--- config.mk ---
export PLATFORM = sky130hd
export DESIGN_NAME = pll_seq_ctrl_flat
export DESIGN_NICKNAME = d
export VERILOG_FILES = /design/src/rtl/pll_seq_ctrl_if.sv /design/src/rtl/pll_seq_ctrl.sv /design/src/flat_wrapper.sv
export SDC_FILE = /design/constraint.sdc
export NUM_CORES = 1
export LEC_CHECK = 0
export CAP_MARGIN = 15
export CORE_MARGIN = 2
export CORE_UTILIZATION = 30
export DETAILED_ROUTE_END_ITERATION = 8
export HOLD_SLACK_MARGIN = 0.06
export PLACE_DENSITY = 0.54
export SYNTH_ARGS = -nofsm -noshare
export SYNTH_HDL_FRONTEND = slang
export SYNTH_SLANG_ARGS = --single-unit
--- constraint.sdc ---
create_clock -name clkin -period 2.35 [get_ports clkin]
set_input_delay 0.235 -clock clkin [delete_from_list [all_inputs] [get_ports clkin]]
set_output_delay 0.235 -clock clkin [all_outputs]
set_load 0.05 [all_outputs]
--- src/rtl/pll_seq_ctrl_if.sv ---
// Control/status bundle between the PLL sequencer and its surroundings.
// The slave side is the sequencer; the master side is the top level (or a bench).
interface pll_seq_ctrl_if #(
    parameter int NUM_OUT = 4
);
    logic               start;
    logic [NUM_OUT-1:0] out_en_mask;
    logic               pll_lock;
    logic               pll_pllen;
    logic               pll_resetn;
    logic [NUM_OUT-1:0] pll_clkout_en;
    logic               ready;
    logic               fail;
    logic [7:0]         relock_cnt;
    logic [2:0]         state;

    modport slave (
        input  start, out_en_mask, pll_lock,
        output pll_pllen, pll_resetn, pll_clkout_en, ready, fail, relock_cnt, state
    );

    modport master (
        output start, out_en_mask, pll_lock,
        input  pll_pllen, pll_resetn, pll_clkout_en, ready, fail, relock_cnt, state
    );
endinterface

--- src/rtl/pll_seq_ctrl.sv ---
// Power-up / relock sequencer for the PLL: drives pllen, resetn and the output clock
// enables, waits for a debounced lock, retries on timeout and relocks on lock loss.
module pll_seq_ctrl #(
    parameter int NUM_OUT      = 4,
    parameter int RST_CYCLES   = 16,
    parameter int LOCK_TIMEOUT = 65535,
    parameter int LOCK_STABLE  = 256,
    parameter int MAX_RETRY    = 3,
    parameter int CNT_W        = 16
) (
    input  logic           clkin,
    input  logic           resetn,
    pll_seq_ctrl_if.slave  bus
);

    typedef enum logic [2:0] {
        ST_IDLE      = 3'd0,
        ST_RESET     = 3'd1,
        ST_WAIT_LOCK = 3'd2,
        ST_STABLE    = 3'd3,
        ST_RUN       = 3'd4,
        ST_FAIL      = 3'd5
    } state_e;

    localparam logic [CNT_W-1:0] RST_LAST     = CNT_W'(RST_CYCLES - 1);
    localparam logic [CNT_W-1:0] TIMEOUT_LAST = CNT_W'(LOCK_TIMEOUT - 1);
    localparam logic [CNT_W-1:0] STABLE_LAST  = CNT_W'(LOCK_STABLE - 1);
    localparam logic [CNT_W-1:0] TIMER_ONE    = CNT_W'(1);
    localparam logic [3:0]       RETRY_LIMIT  = 4'(MAX_RETRY);

    logic [1:0]         lock_sync_q;
    logic               lock_s;

    state_e             state_q,  state_d;
    logic [CNT_W-1:0]   timer_q,  timer_d;
    logic [3:0]         retry_q,  retry_d;
    logic [7:0]         relock_q, relock_d;
    logic [3:0]         retry_inc;

    logic               pllen_q,  pllen_d;
    logic               prstn_q,  prstn_d;
    logic [NUM_OUT-1:0] clk_en_q, clk_en_d;
    logic               ready_q,  ready_d;
    logic               fail_q,   fail_d;

    assign lock_s    = lock_sync_q[1];
    assign retry_inc = retry_q + 4'd1;

    // Two-flop synchroniser for the asynchronous PLL lock indication.
    always_ff @(posedge clkin or negedge resetn) begin
        if (!resetn) begin
            lock_sync_q <= 2'b00;
        end else begin
            lock_sync_q <= {lock_sync_q[0], bus.pll_lock};
        end
    end

    // Next-state, timer, retry and relock bookkeeping; dropping start overrides everything.
    always_comb begin
        state_d  = state_q;
        timer_d  = timer_q;
        retry_d  = retry_q;
        relock_d = relock_q;
        if (!bus.start) begin
            state_d = ST_IDLE;
            timer_d = '0;
        end else begin
            case (state_q)
                ST_IDLE: begin
                    state_d = ST_RESET;
                    timer_d = '0;
                    retry_d = 4'd0;
                end
                ST_RESET: begin
                    if (timer_q == RST_LAST) begin
                        state_d = ST_WAIT_LOCK;
                        timer_d = '0;
                    end else begin
                        timer_d = timer_q + TIMER_ONE;
                    end
                end
                ST_WAIT_LOCK: begin
                    // Lock takes precedence over a timeout on the same cycle.
                    if (lock_s) begin
                        state_d = ST_STABLE;
                        timer_d = '0;
                    end else if (timer_q == TIMEOUT_LAST) begin
                        retry_d = retry_inc;
                        timer_d = '0;
                        if (retry_inc == RETRY_LIMIT) begin
                            state_d = ST_FAIL;
                        end else begin
                            state_d = ST_RESET;
                        end
                    end else begin
                        timer_d = timer_q + TIMER_ONE;
                    end
                end
                ST_STABLE: begin
                    if (!lock_s) begin
                        state_d = ST_WAIT_LOCK;
                        timer_d = '0;
                    end else if (timer_q == STABLE_LAST) begin
                        state_d = ST_RUN;
                        timer_d = '0;
                        retry_d = 4'd0;
                    end else begin
                        timer_d = timer_q + TIMER_ONE;
                    end
                end
                ST_RUN: begin
                    if (!lock_s) begin
                        state_d  = ST_RESET;
                        timer_d  = '0;
                        relock_d = (relock_q == 8'hFF) ? 8'hFF : (relock_q + 8'd1);
                    end else begin
                        timer_d = '0;
                    end
                end
                ST_FAIL: begin
                    timer_d = '0;
                end
                default: begin
                    state_d = ST_IDLE;
                    timer_d = '0;
                end
            endcase
        end
    end

    // Output decode from the next state so registered outputs move with the state register.
    always_comb begin
        pllen_d  = 1'b0;
        prstn_d  = 1'b0;
        clk_en_d = '0;
        ready_d  = 1'b0;
        fail_d   = 1'b0;
        case (state_d)
            ST_IDLE: begin
                pllen_d = 1'b0;
            end
            ST_RESET: begin
                pllen_d = 1'b1;
            end
            ST_WAIT_LOCK, ST_STABLE: begin
                pllen_d = 1'b1;
                prstn_d = 1'b1;
            end
            ST_RUN: begin
                pllen_d  = 1'b1;
                prstn_d  = 1'b1;
                ready_d  = 1'b1;
                clk_en_d = bus.out_en_mask;
            end
            ST_FAIL: begin
                fail_d = 1'b1;
            end
            default: begin
                pllen_d = 1'b0;
            end
        endcase
    end

    // Sequencer state and registered outputs; reset forces every PLL control low at once.
    always_ff @(posedge clkin or negedge resetn) begin
        if (!resetn) begin
            state_q  <= ST_IDLE;
            timer_q  <= '0;
            retry_q  <= 4'd0;
            relock_q <= 8'd0;
            pllen_q  <= 1'b0;
            prstn_q  <= 1'b0;
            clk_en_q <= '0;
            ready_q  <= 1'b0;
            fail_q   <= 1'b0;
        end else begin
            state_q  <= state_d;
            timer_q  <= timer_d;
            retry_q  <= retry_d;
            relock_q <= relock_d;
            pllen_q  <= pllen_d;
            prstn_q  <= prstn_d;
            clk_en_q <= clk_en_d;
            ready_q  <= ready_d;
            fail_q   <= fail_d;
        end
    end

    assign bus.pll_pllen     = pllen_q;
    assign bus.pll_resetn    = prstn_q;
    assign bus.pll_clkout_en = clk_en_q;
    assign bus.ready         = ready_q;
    assign bus.fail          = fail_q;
    assign bus.relock_cnt    = relock_q;
    assign bus.state         = state_q;

endmodule

--- src/flat_wrapper.sv ---
// flat-port wrapper written by rule: the top's interface ports become plain ports
module pll_seq_ctrl_flat 
#(
    parameter int NUM_OUT      = 4,
    parameter int RST_CYCLES   = 16,
    parameter int LOCK_TIMEOUT = 65535,
    parameter int LOCK_STABLE  = 256,
    parameter int MAX_RETRY    = 3,
    parameter int CNT_W        = 16
)
  (clkin, resetn, bus_start, bus_out_en_mask, bus_pll_lock, bus_pll_pllen, bus_pll_resetn, bus_pll_clkout_en, bus_ready, bus_fail, bus_relock_cnt, bus_state);
  pll_seq_ctrl_if #(.NUM_OUT(NUM_OUT)) bus_i ();
  input  logic clkin;
  input  logic resetn;
  input wire logic [$bits(bus_i.start)-1:0] bus_start;
  input wire logic [$bits(bus_i.out_en_mask)-1:0] bus_out_en_mask;
  input wire logic [$bits(bus_i.pll_lock)-1:0] bus_pll_lock;
  output wire logic [$bits(bus_i.pll_pllen)-1:0] bus_pll_pllen;
  output wire logic [$bits(bus_i.pll_resetn)-1:0] bus_pll_resetn;
  output wire logic [$bits(bus_i.pll_clkout_en)-1:0] bus_pll_clkout_en;
  output wire logic [$bits(bus_i.ready)-1:0] bus_ready;
  output wire logic [$bits(bus_i.fail)-1:0] bus_fail;
  output wire logic [$bits(bus_i.relock_cnt)-1:0] bus_relock_cnt;
  output wire logic [$bits(bus_i.state)-1:0] bus_state;
  assign bus_i.start = bus_start;
  assign bus_i.out_en_mask = bus_out_en_mask;
  assign bus_i.pll_lock = bus_pll_lock;
  assign bus_pll_pllen = bus_i.pll_pllen;
  assign bus_pll_resetn = bus_i.pll_resetn;
  assign bus_pll_clkout_en = bus_i.pll_clkout_en;
  assign bus_ready = bus_i.ready;
  assign bus_fail = bus_i.fail;
  assign bus_relock_cnt = bus_i.relock_cnt;
  assign bus_state = bus_i.state;
  pll_seq_ctrl #(.NUM_OUT(NUM_OUT), .RST_CYCLES(RST_CYCLES), .LOCK_TIMEOUT(LOCK_TIMEOUT), .LOCK_STABLE(LOCK_STABLE), .MAX_RETRY(MAX_RETRY), .CNT_W(CNT_W)) u_core (.clkin(clkin), .resetn(resetn), .bus(bus_i));
endmodule
=== Yosys cells after proc, flatten, opt, wreduce, memory -nomap -nowiden ===
Cells that the tools add are included.
Widths: inputs -> output; s select.

* Output and inout port bits: 19
* Bits of input ports: 8
* Word-level logic and storage cells: 66
* Bits in registers: 41

* Eq/ne operators: 19
* Multiplexer cells: 27
* Reductions and logical operators: 6
* Add/sub/neg operators: 3
* Bitwise logic cells: 1

{| class="wikitable"
|+ Operators with widths
! cell !! count
|-
| $mux 16 || 6
|-
| $pmux 16 s3 || 1
|-
| $mux 3 || 8
|-
| $mux 4 || 5
|-
| $pmux 3 s6 || 1
|-
| $add 16x1->16 const B || 1
|-
| $eq 16x16->1 const B || 1
|-
| $eq 16x4->1 const B || 1
|-
| $eq 16x8->1 const B || 1
|-
| $eq 3x2->1 const B || 4
|-
| $eq 3x3->1 const B || 4
|-
| $pmux 4 s3 || 1
|-
| $add 8x1->8 const B || 1
|-
| $eq 8x8->1 const B || 1
|-
| $mux 8 || 1
|-
| $eq 3x1->1 const B || 2
|-
| $ne 2x1->1 const B || 3
|-
| $reduce_and 6->1 || 1
|-
| $add 4x1->4 const B || 1
|-
| $eq 4x2->1 const B || 1
|-
| $mux 1 || 4
|-
| $reduce_or 4->1 || 1
|-
| $logic_not 3->1 || 1
|-
| $reduce_and 3->1 || 1
|-
| 4 further kinds || 4
|}

=== Logic depth before layout (Yosys ltp) ===
Gate-level depths: netlist of the first run.

* Depth after elaboration: 10
* Depth in mapped cells: 8
* Mapped depth without buffers: 7

=== Worst setup path before layout of the first run ===
OpenSTA, ideal clock, no wires.

* Path type: flip-flop to flip-flop
* From: reg u_core.state_q[1] (netlist: u_core.bus.state[1])
* To: reg u_core.relock_q[6] (netlist: u_core.bus.relock_cnt[6])
* Clock period less this slack: 2.156 ns
* Required time: 2.222 ns
* Arrival time: 2.028 ns
* Path buffers: 2
* Slack: 0.194 ns
* Stages on the path, launching flop included: 8
* Library setup time: 0.128 ns
* Path through: dfrtp_1 > clkbuf_1 > nor2_1 > and4b_1 > clkbuf_1 > nand4_1 > nor2_1 > mux2_1

* Word-level cells in the longest chain between the ends: 2

{| class="wikitable"
|+ Ends and longest elaborated chain
! what !! RTL line !! source
|-
| from (decl) || pll_seq_ctrl.sv:34 || <nowiki>state_e state_q, state_d;</nowiki>
|-
| from (signal assigned) || pll_seq_ctrl.sv:177 || <nowiki>state_q <= state_d;</nowiki>
|-
| $eq 3x3->1 || pll_seq_ctrl.sv:68 || <nowiki>case (state_q)</nowiki>
|-
| $reduce_and 3->1 (no line) || n/a ||
|-
| to (signal assigned) || pll_seq_ctrl.sv:180 || <nowiki>relock_q <= relock_d;</nowiki>
|-
| to (decl) || pll_seq_ctrl.sv:37 || <nowiki>logic [7:0] relock_q, relock_d;</nowiki>
|}

Every way passes these cells.
A chain may end at the register's enable or synchronous reset.

=== Final worst setup path of the first run ===
* From: reg u_core.timer_q[12]
* To: reg u_core.fail_q (netlist: u_core.bus.fail)

* Word-level cells in the longest chain between the ends: 7
* Elaborated cells on any way between the ends: 12
* Classes of those cells: eq/ne (4); mux (8)

{| class="wikitable"
|+ Ends and longest elaborated chain
! what !! RTL line !! source
|-
| from (decl) || pll_seq_ctrl.sv:35 || <nowiki>logic [CNT_W-1:0] timer_q, timer_d;</nowiki>
|-
| from (signal assigned) || pll_seq_ctrl.sv:178 || <nowiki>timer_q <= timer_d;</nowiki>
|-
| $eq 16x8->1 / $eq 16x16->1 (equally long branches) || pll_seq_ctrl.sv:103, pll_seq_ctrl.sv:87 ||
|-
| $mux 3, on equally long branches || pll_seq_ctrl.sv:103, pll_seq_ctrl.sv:87 ||
|-
| $mux 3, on equally long branches || pll_seq_ctrl.sv:100, pll_seq_ctrl.sv:84 ||
|-
| $pmux 3 s6 * || pll_seq_ctrl.sv:68 ||
|-
| $mux 3 * || pll_seq_ctrl.sv:64 || <nowiki>if (!bus.start) begin</nowiki>
|-
| $eq 3x3->1 * || pll_seq_ctrl.sv:138 || <nowiki>case (state_d)</nowiki>
|-
| $mux 1 * || pll_seq_ctrl.sv:138 ||
|-
| named net u_core.fail_d || pll_seq_ctrl.sv:44 || <nowiki>logic fail_q, fail_d;</nowiki>
|-
| to (signal assigned) || pll_seq_ctrl.sv:185 || <nowiki>fail_q <= fail_d;</nowiki>
|-
| to (decl) || pll_seq_ctrl.sv:44 ||
|}

The timed path passes the listed nets; every way through them passes the cells marked *.

==> results of run 1 <==
## worst paths after layout
check                                       from                    end  slack [ns]  cells past startpoint
max reg2reg                   u_core.timer_q[12]        u_core.bus.fail        0.15                      5
max                           u_core.timer_q[12]        u_core.bus.fail        0.15                      5
max in group asynchronous                 resetn        u_core.bus.fail        1.71                      1
min in group clkin         u_core.lock_sync_q[0]  u_core.lock_sync_q[1]        0.35                      0
min                                       resetn     u_core.timer_q[11]        0.08                      1
min reg2reg                u_core.lock_sync_q[0]  u_core.lock_sync_q[1]        0.35                      0
## metal layers
metal | GRT usage, % | part of all wire, % | up-vias
met5 | 0 | 0 | -
met4 | 3.72 | 1.4 | 0
met3 | 3.36 | 4.0 | 6
met2 | 19.6 | 47 | 30
met1 | 15.4 | 48 | 755
li1 | - | - | 791
## synthesized netlist by cell type (3+ instances only)
library cell and count:
nand3_1 16, dfrtp_1 41, nand2b_1 3, ha_1 5, nor3_2 4, nor2_1 31
clkbuf_1 3, nor3_1 5, inv_1 12, xnor2_1 8, and3_1 4, nand4_1 8
a21oi_1 4, mux2i_1 3, nand2_1 13, xor2_1 10, mux2_1 3, and4_1 3
nor2b_1 4
## layout make-up
cell class,instances,area [sq um],share of cell area (%)
sequential,41,1030,38.9
multi-input combinational,150,1050,40.0
timing repair buffer,31,305,11.6
clock inverter,2,10.0,0.380
inverter,13,48.8,1.85
clock buffer,6,72.6,2.75
tap,96,120,4.55
## power breakdown
| part | leakage [nW] | switching (mW) | internal (mW) |
|---|---|---|---|
| Sequential | 0.559 | 0.00964 | 0.709 |
| Combinational | 0.505 | 0.0454 | 0.0294 |
| Clock | 0.0450 | 0.236 | 0.206 |
## logic make-up after synthesis
logic type,synth area share (%)
buffers and inverters,3.48
flip-flops,47.6
AO/OA/AOI/OAI,7.78
AND/OR/NAND/NOR,28.0
adder cells (fa/ha/maj),2.90
XOR/XNOR,7.31
multiplexers,2.96
## state kept, by name, summed over array words and instances, names as in the netlist
signal	cells
u_core.bus.relock_cnt	8
u_core.bus.pll_resetn	1
u_core.bus.ready	1
u_core.retry_q	4
u_core.bus.pll_pllen	1
u_core.bus.state	3
u_core.bus.pll_clkout_en	4
u_core.timer_q	16
u_core.lock_sync_q	2
u_core.bus.fail	1
==> impl_metrics.py, run 1 <==
metrics = {
    "placement": {
        "placed_area_sq_um": 2550,
        "place_congestion": 0.774,
        "dp_slack_ns": 0.167,
        "io_buffers": 26,
        "dpl.hpwl_um": 2990,
        "placed_cells": 331,
    },
    "clock_tree": {
        "post_cts_resize_count": 0,
        "hold_buffers": 0,
        "cts_buffers": 5,
        "cts.sinks": 41,
        "htreeDepth": 2,
        "root_buffer": "clkbuf_8",
        "cts_tree": "built",
        "postCtsSetupBuffers": 0,
        "clock_path_buffers": 2,
        "clk_pin_slew_ns": 0.08,
        "insertion_delay_ns": 0.29,
    },
    "finish": {
        "final_cells": 339,
        "syn2layout_area_growth_pct": 22.3,
        "num-fill-cells": 686,
        "final_util_pct": 38.4,
        "final_cell_mix": "dfrtp_1 (41), nor2_1 (31), clkdlybuf4s50_1 (25), nand3_1 (16), nand2_1 (13)",
        "num_antenna_cells": 0,
        "finalInstanceArea_sq_um": 2640,
        "drive_gt1_share_pct": 12.8,
        "final_nets": 255,
        "final_common_cell": "dfrtp_1",
    },
    "logic_synthesis": {
        "synth_flop_cell": "dfrtp_1",
        "syn_avg_cell_area_sq_um": 10.3,
        "synth-async-reset-ratio_pct": 100,
        "synth.area.top_cells": "dfrtp_1 (48%), nor2_1 (5.4%), xor2_1 (4.1%)",
        "synth_warnings": 0,
        "synth_fp_nets": 222,
        "ys_seq_elements": 41,
        "synth_top_area_share_pct": 47.6,
        "syn-instance-count": 209,
        "yosysTopAreaCell": "dfrtp_1",
        "ys_seq_area_share_pct": 47.6,
        "synth_cell_types": 43,
        "syn_area_sq_um": 2160,
        "synth_edf_count": 0,
    },
    "critical_path": {
        "path_buf_inv": 0,
        "path_cells": "or4_4 -> nor4_4 -> o22ai_2 -> a211o_4 -> nor2b_1",
        "critPathArrivalTime_ns": 2.36,
        "critPathCaptureType": "register",
        "crit_path_max_incr_delay_ns": 0.57,
        "crit_family": "simple AND/OR/NAND/NOR gates",
        "critPathSlowestCell": "or4_4",
        "critPathRequiredTime_ns": 2.51,
        "path_max_fanout": 9,
        "worst-setup-path-type": "reg -> reg",
        "cp-start-kind": "register",
    },
    "route": {
        "drt-vias-per-instance": 4.67,
        "drc": 0,
        "routed_wl_um": 4140,
        "vias": 1582,
        "wl_per_cell_um": 12.2,
        "drtPass1Iterations": 4,
        "drt-initial-drc-count": 57,
        "ant_nets": 0,
    },
    "global_route": {
        "grt_pass1_wl_um": 7350,
        "grtUsageTotal_pct": 12.0,
        "grt_pass1_vias": 1565,
        "antenna_found_initial": 0,
        "gr-total-overflow": 0,
        "grt_max_degree": 42,
    },
    "timing": {
        "hold_viol": 0,
        "holdWs_ns": 0.0763,
        "period_share_pct": 93.5,
        "finalSetupViolCount": 0,
        "setup_slack_ns": 0.154,
        "worst_slew_pin_slew_ns": 0.909,
        "rsz0062_at_grt": "false",
        "max_freq_mhz": 455,
        "layout_min_cycle_time_ns": 2.20,
        "max_slew_margin_pct": 39.4,
        "tns_ns": 0,
        "finClkSkew_ns": 0.00566,
        "slew_violations": 0,
    },
    "die": {
        "core_area_sq_um": 6870,
        "std_cell_rows": 30,
        "ioPinCount": 27,
        "floorplan.initialDensity_pct": 31.4,
        "die_h_um": 88.8,
        "design.die.area_sq_um": 7880,
        "die_x_um": 88.8,
    },
    "power": {
        "fin_total_pwr_mw": 1.24,
        "p_per_area_nw_per_um2": 469,
        "power_leakage_nw": 1.11,
        "peakVddDrop_uv": 170,
    },
    "min_path": {
        "hold_class": "in -> async",
    },
    "job": {
        "max_cap_viol_count": 0,
    },
    "outcome": {
        "status": "complete, no violations",
    },
}
Power figures use the tool's default switching activity.
==> run 2, diff against run 1 <==
--- a/config.mk
+++ b/config.mk
@@ -5,6 +5,7 @@
 export SDC_FILE = /design/constraint.sdc
 export NUM_CORES = 1
 export LEC_CHECK = 0
+export ABC_AREA = 1
 export CAP_MARGIN = 15
 export CORE_MARGIN = 2
 export CORE_UTILIZATION = 30
==> impl_metrics.py, run 2 <==
metrics = {
    "finish": {
        "final_common_cell": "nand2_1",
        "final_cell_mix": "nand2_1 (52), dfrtp_1 (41), inv_1 (36), nor2_1 (33), clkdlybuf4s50_1 (25)",
        "syn2layout_area_growth_pct": 21.7,
        "final_nets": 318,
        "largest_register_ffs": 16,
        "num-fill-cells": 775,
        "drive_gt1_share_pct": 17.0,
        "regMostFlops": "u_core.timer_q",
        "multi_input_area_sq_um": 1050,
        "num_antenna_cells": 0,
        "regArea_sq_um": 1030,
    },
    "die": {
        "core_area_sq_um": 7250,
        "floorplan.initialDensity_pct": 30.9,
        "std_cell_rows": 31,
        "ioPinCount": 27,
        "die_h_um": 90.4,
        "design.die.area_sq_um": 8170,
        "die_x_um": 90.4,
    },
    "route": {
        "drc": 0,
        "routed_wl_um": 4510,
        "wl_per_cell_um": 11.1,
        "drt-vias-per-instance": 4.30,
        "drt-initial-drc-count": 70,
        "vias": 1743,
        "ant_nets": 0,
        "drtPass1Iterations": 4,
    },
    "critical_path": {
        "path_max_fanout": 8,
        "worst-setup-path-type": "reg -> out",
        "path_cells": "clkdlybuf4s50_1",
        "crit_family": "buffers and inverters",
        "critPathArrivalTime_ns": 1.70,
        "crit_path_max_incr_delay_ns": 0.88,
        "critPathRequiredTime_ns": 2.12,
        "critPathSlowestCell": "clkdlybuf4s50_1",
        "path_buf_inv": 1,
        "cp-start-kind": "register",
        "critPathCaptureType": "primary output",
    },
    "global_route": {
        "gr-total-overflow": 0,
        "grt_pass1_wl_um": 8340,
        "antenna_found_initial": 0,
        "grt_max_degree": 42,
        "grt_pass1_vias": 1820,
        "grtUsageTotal_pct": 12.4,
    },
    "clock_tree": {
        "insertion_delay_ns": 0.30,
        "clk_pin_slew_ns": 0.09,
        "clock_path_buffers": 2,
        "postCtsSetupBuffers": 0,
        "cts.sinks": 41,
        "hold_buffers": 0,
        "htreeDepth": 2,
        "post_cts_resize_count": 0,
        "cts_tree": "built",
        "cts_buffers": 5,
        "root_buffer": "clkbuf_8",
    },
    "logic_synthesis": {
        "synthXorXnorAreaFrac_pct": 4.69,
        "synth_warnings": 0,
        "syn_avg_cell_area_sq_um": 8.20,
        "yosysTopAreaCell": "dfrtp_1",
        "synth_flop_cell": "dfrtp_1",
        "ys_seq_elements": 41,
        "synth_most_common_cell": "nand2_1",
        "synth_top_family_by_area": "simple AND/OR/NAND/NOR gates",
        "synth.area.top_cells": "dfrtp_1 (46%), nand2_1 (8.7%), inv_1 (6.0%)",
        "synth_edf_count": 0,
        "synth_cell_types": 28,
        "synth-async-reset-ratio_pct": 100,
        "synthAdderAreaFrac_pct": 2.79,
        "ys_seq_area_share_pct": 45.8,
        "syn-instance-count": 273,
        "synth_compound_area_share_pct": 5.31,
        "yosys.area_share.simple_pct": 34.0,
        "synth_top_area_share_pct": 45.8,
        "synth_mux_area_share_pct": 0,
        "synth_fp_nets": 286,
        "ys_top_cells_by_count": "nand2_1 (52), dfrtp_1 (41), inv_1 (36)",
        "syn_area_sq_um": 2240,
    },
    "power": {
        "switching_share_pct": 23.6,
        "seqPwrFrac_pct": 52.0,
        "p_sw_mw": 0.325,
        "intPower_mw": 1.05,
        "clkPwrFrac_pct": 42.4,
        "power_leakage_nw": 1.27,
        "peakVddDrop_uv": 261,
        "p_per_area_nw_per_um2": 506,
        "combPwrFrac_pct": 5.7,
    },
    "timing": {
        "setup_slack_ns": 0.418,
        "max_freq_mhz": 518,
        "worst_slew_pin_slew_ns": 0.922,
        "layout_min_cycle_time_ns": 1.93,
        "period_share_pct": 82.2,
        "slew_violations": 0,
        "finalSetupViolCount": 0,
        "rsz0062_at_grt": "false",
        "finClkSkew_ns": 0.00965,
        "tns_ns": 0,
        "hold_viol": 0,
        "max_slew_margin_pct": 38.5,
    },
    "placement": {
        "dp_slack_ns": 0.454,
        "dpl.hpwl_um": 3420,
        "io_buffers": 26,
        "place_congestion": 0.739,
    },
    "min_path": {
        "hold_class": "in -> async",
    },
    "outcome": {
        "status": "complete, no violations",
    },
    "job": {
        "max_cap_viol_count": 0,
    },
}
==> run 2: changes by cell type after synthesis, sizes merged, moves of 7 or more <==
cell | previous run | this run
nor2 | 31 | 54
nand2 | 13 | 61
nand3 | 16 | 26
inv | 13 | 40
o21ai | 2 | 15
nand4 | 9 | 2
==> run 2: per-layer routing <==
| metal | global-route usage (%) | up-vias | wire [um] |
|---|---|---|---|
| li1 | - | 912 | - |
| met1 | 16.4 | 801 | 2250 |
| met2 | 20.2 | 24 | 2030 |
| met3 | 3.01 | 6 | 183 |
| met4 | 3.46 | 0 | 51 |
| met5 | 0 | - | 0 |
==> run 2: path summary, 6_finish.rpt <==
check / startpoint / end / slack, ns / depth (start not counted)
worst max-delay path: u_core.bus.state[2] / bus_state[2] / 0.42 / 1
worst min-delay path: resetn / u_core.timer_q[13] / 0.07 / 1
worst max register to register: u_core.timer_q[0] / u_core.timer_q[14] / 0.54 / 9
worst min register to register: u_core.lock_sync_q[0] / u_core.lock_sync_q[1] / 0.36 / 0
max in group asynchronous: resetn / u_core.bus.relock_cnt[7] / 1.71 / 1
min in group clkin: u_core.lock_sync_q[0] / u_core.lock_sync_q[1] / 0.36 / 0
==> run 2: power groups by stage <==
stage / combinational (mW) / sequential [mW] / clock (mW)
floorplan: 0.0337 / 0.739 / 0
global placement: 0.0801 / 0.730 / 0
detailed placement: 0.0802 / 0.730 / 0
CTS: 0.0804 / 0.717 / 0.602
global route: 0.0877 / 0.718 / 0.638
finish: 0.0779 / 0.717 / 0.584
==> run 2: cells by family after synthesis <==
| kind of cell | Yosys count |
|---|---|
| AND/OR/NAND/NOR | 153 |
| XOR/XNOR | 12 |
| AO/OA/AOI/OAI | 20 |
| adder cells (fa/ha/maj) | 5 |
| buffers and inverters | 42 |
| flip-flops | 41 |
==> run 2: cell type report <==
type / count / share of cell area, %
clock buffers: 5 / 2.53
clock inverters: 3 / 1.70
inverters: 40 / 5.51
multi-input cells: 190 / 38.4
flip-flops and latches: 41 / 37.6
well taps: 99 / 4.55
repair buffers: 27 / 9.64
==> run 2: metrics by stage <==
| stage | instance area [sq um] | hold WS [ns] | std cells | utilization (%) | power (mW) |
|---|---|---|---|---|---|
| after global routing | 2730 | 0.137 | 405 | 37.6 | 1.44 |
| after global placement | 2610 | 0.336 | 397 | 36.0 | 0.810 |
| after detailed placement | 2610 | 0.337 | 397 | 36.0 | 0.811 |
| final | 2730 | 0.0722 | 405 | 37.6 | 1.38 |
| after floorplan | 2240 | -0.0606 | 273 | - | 0.772 |
| after CTS | 2730 | 0.102 | 405 | 37.6 | 1.40 |
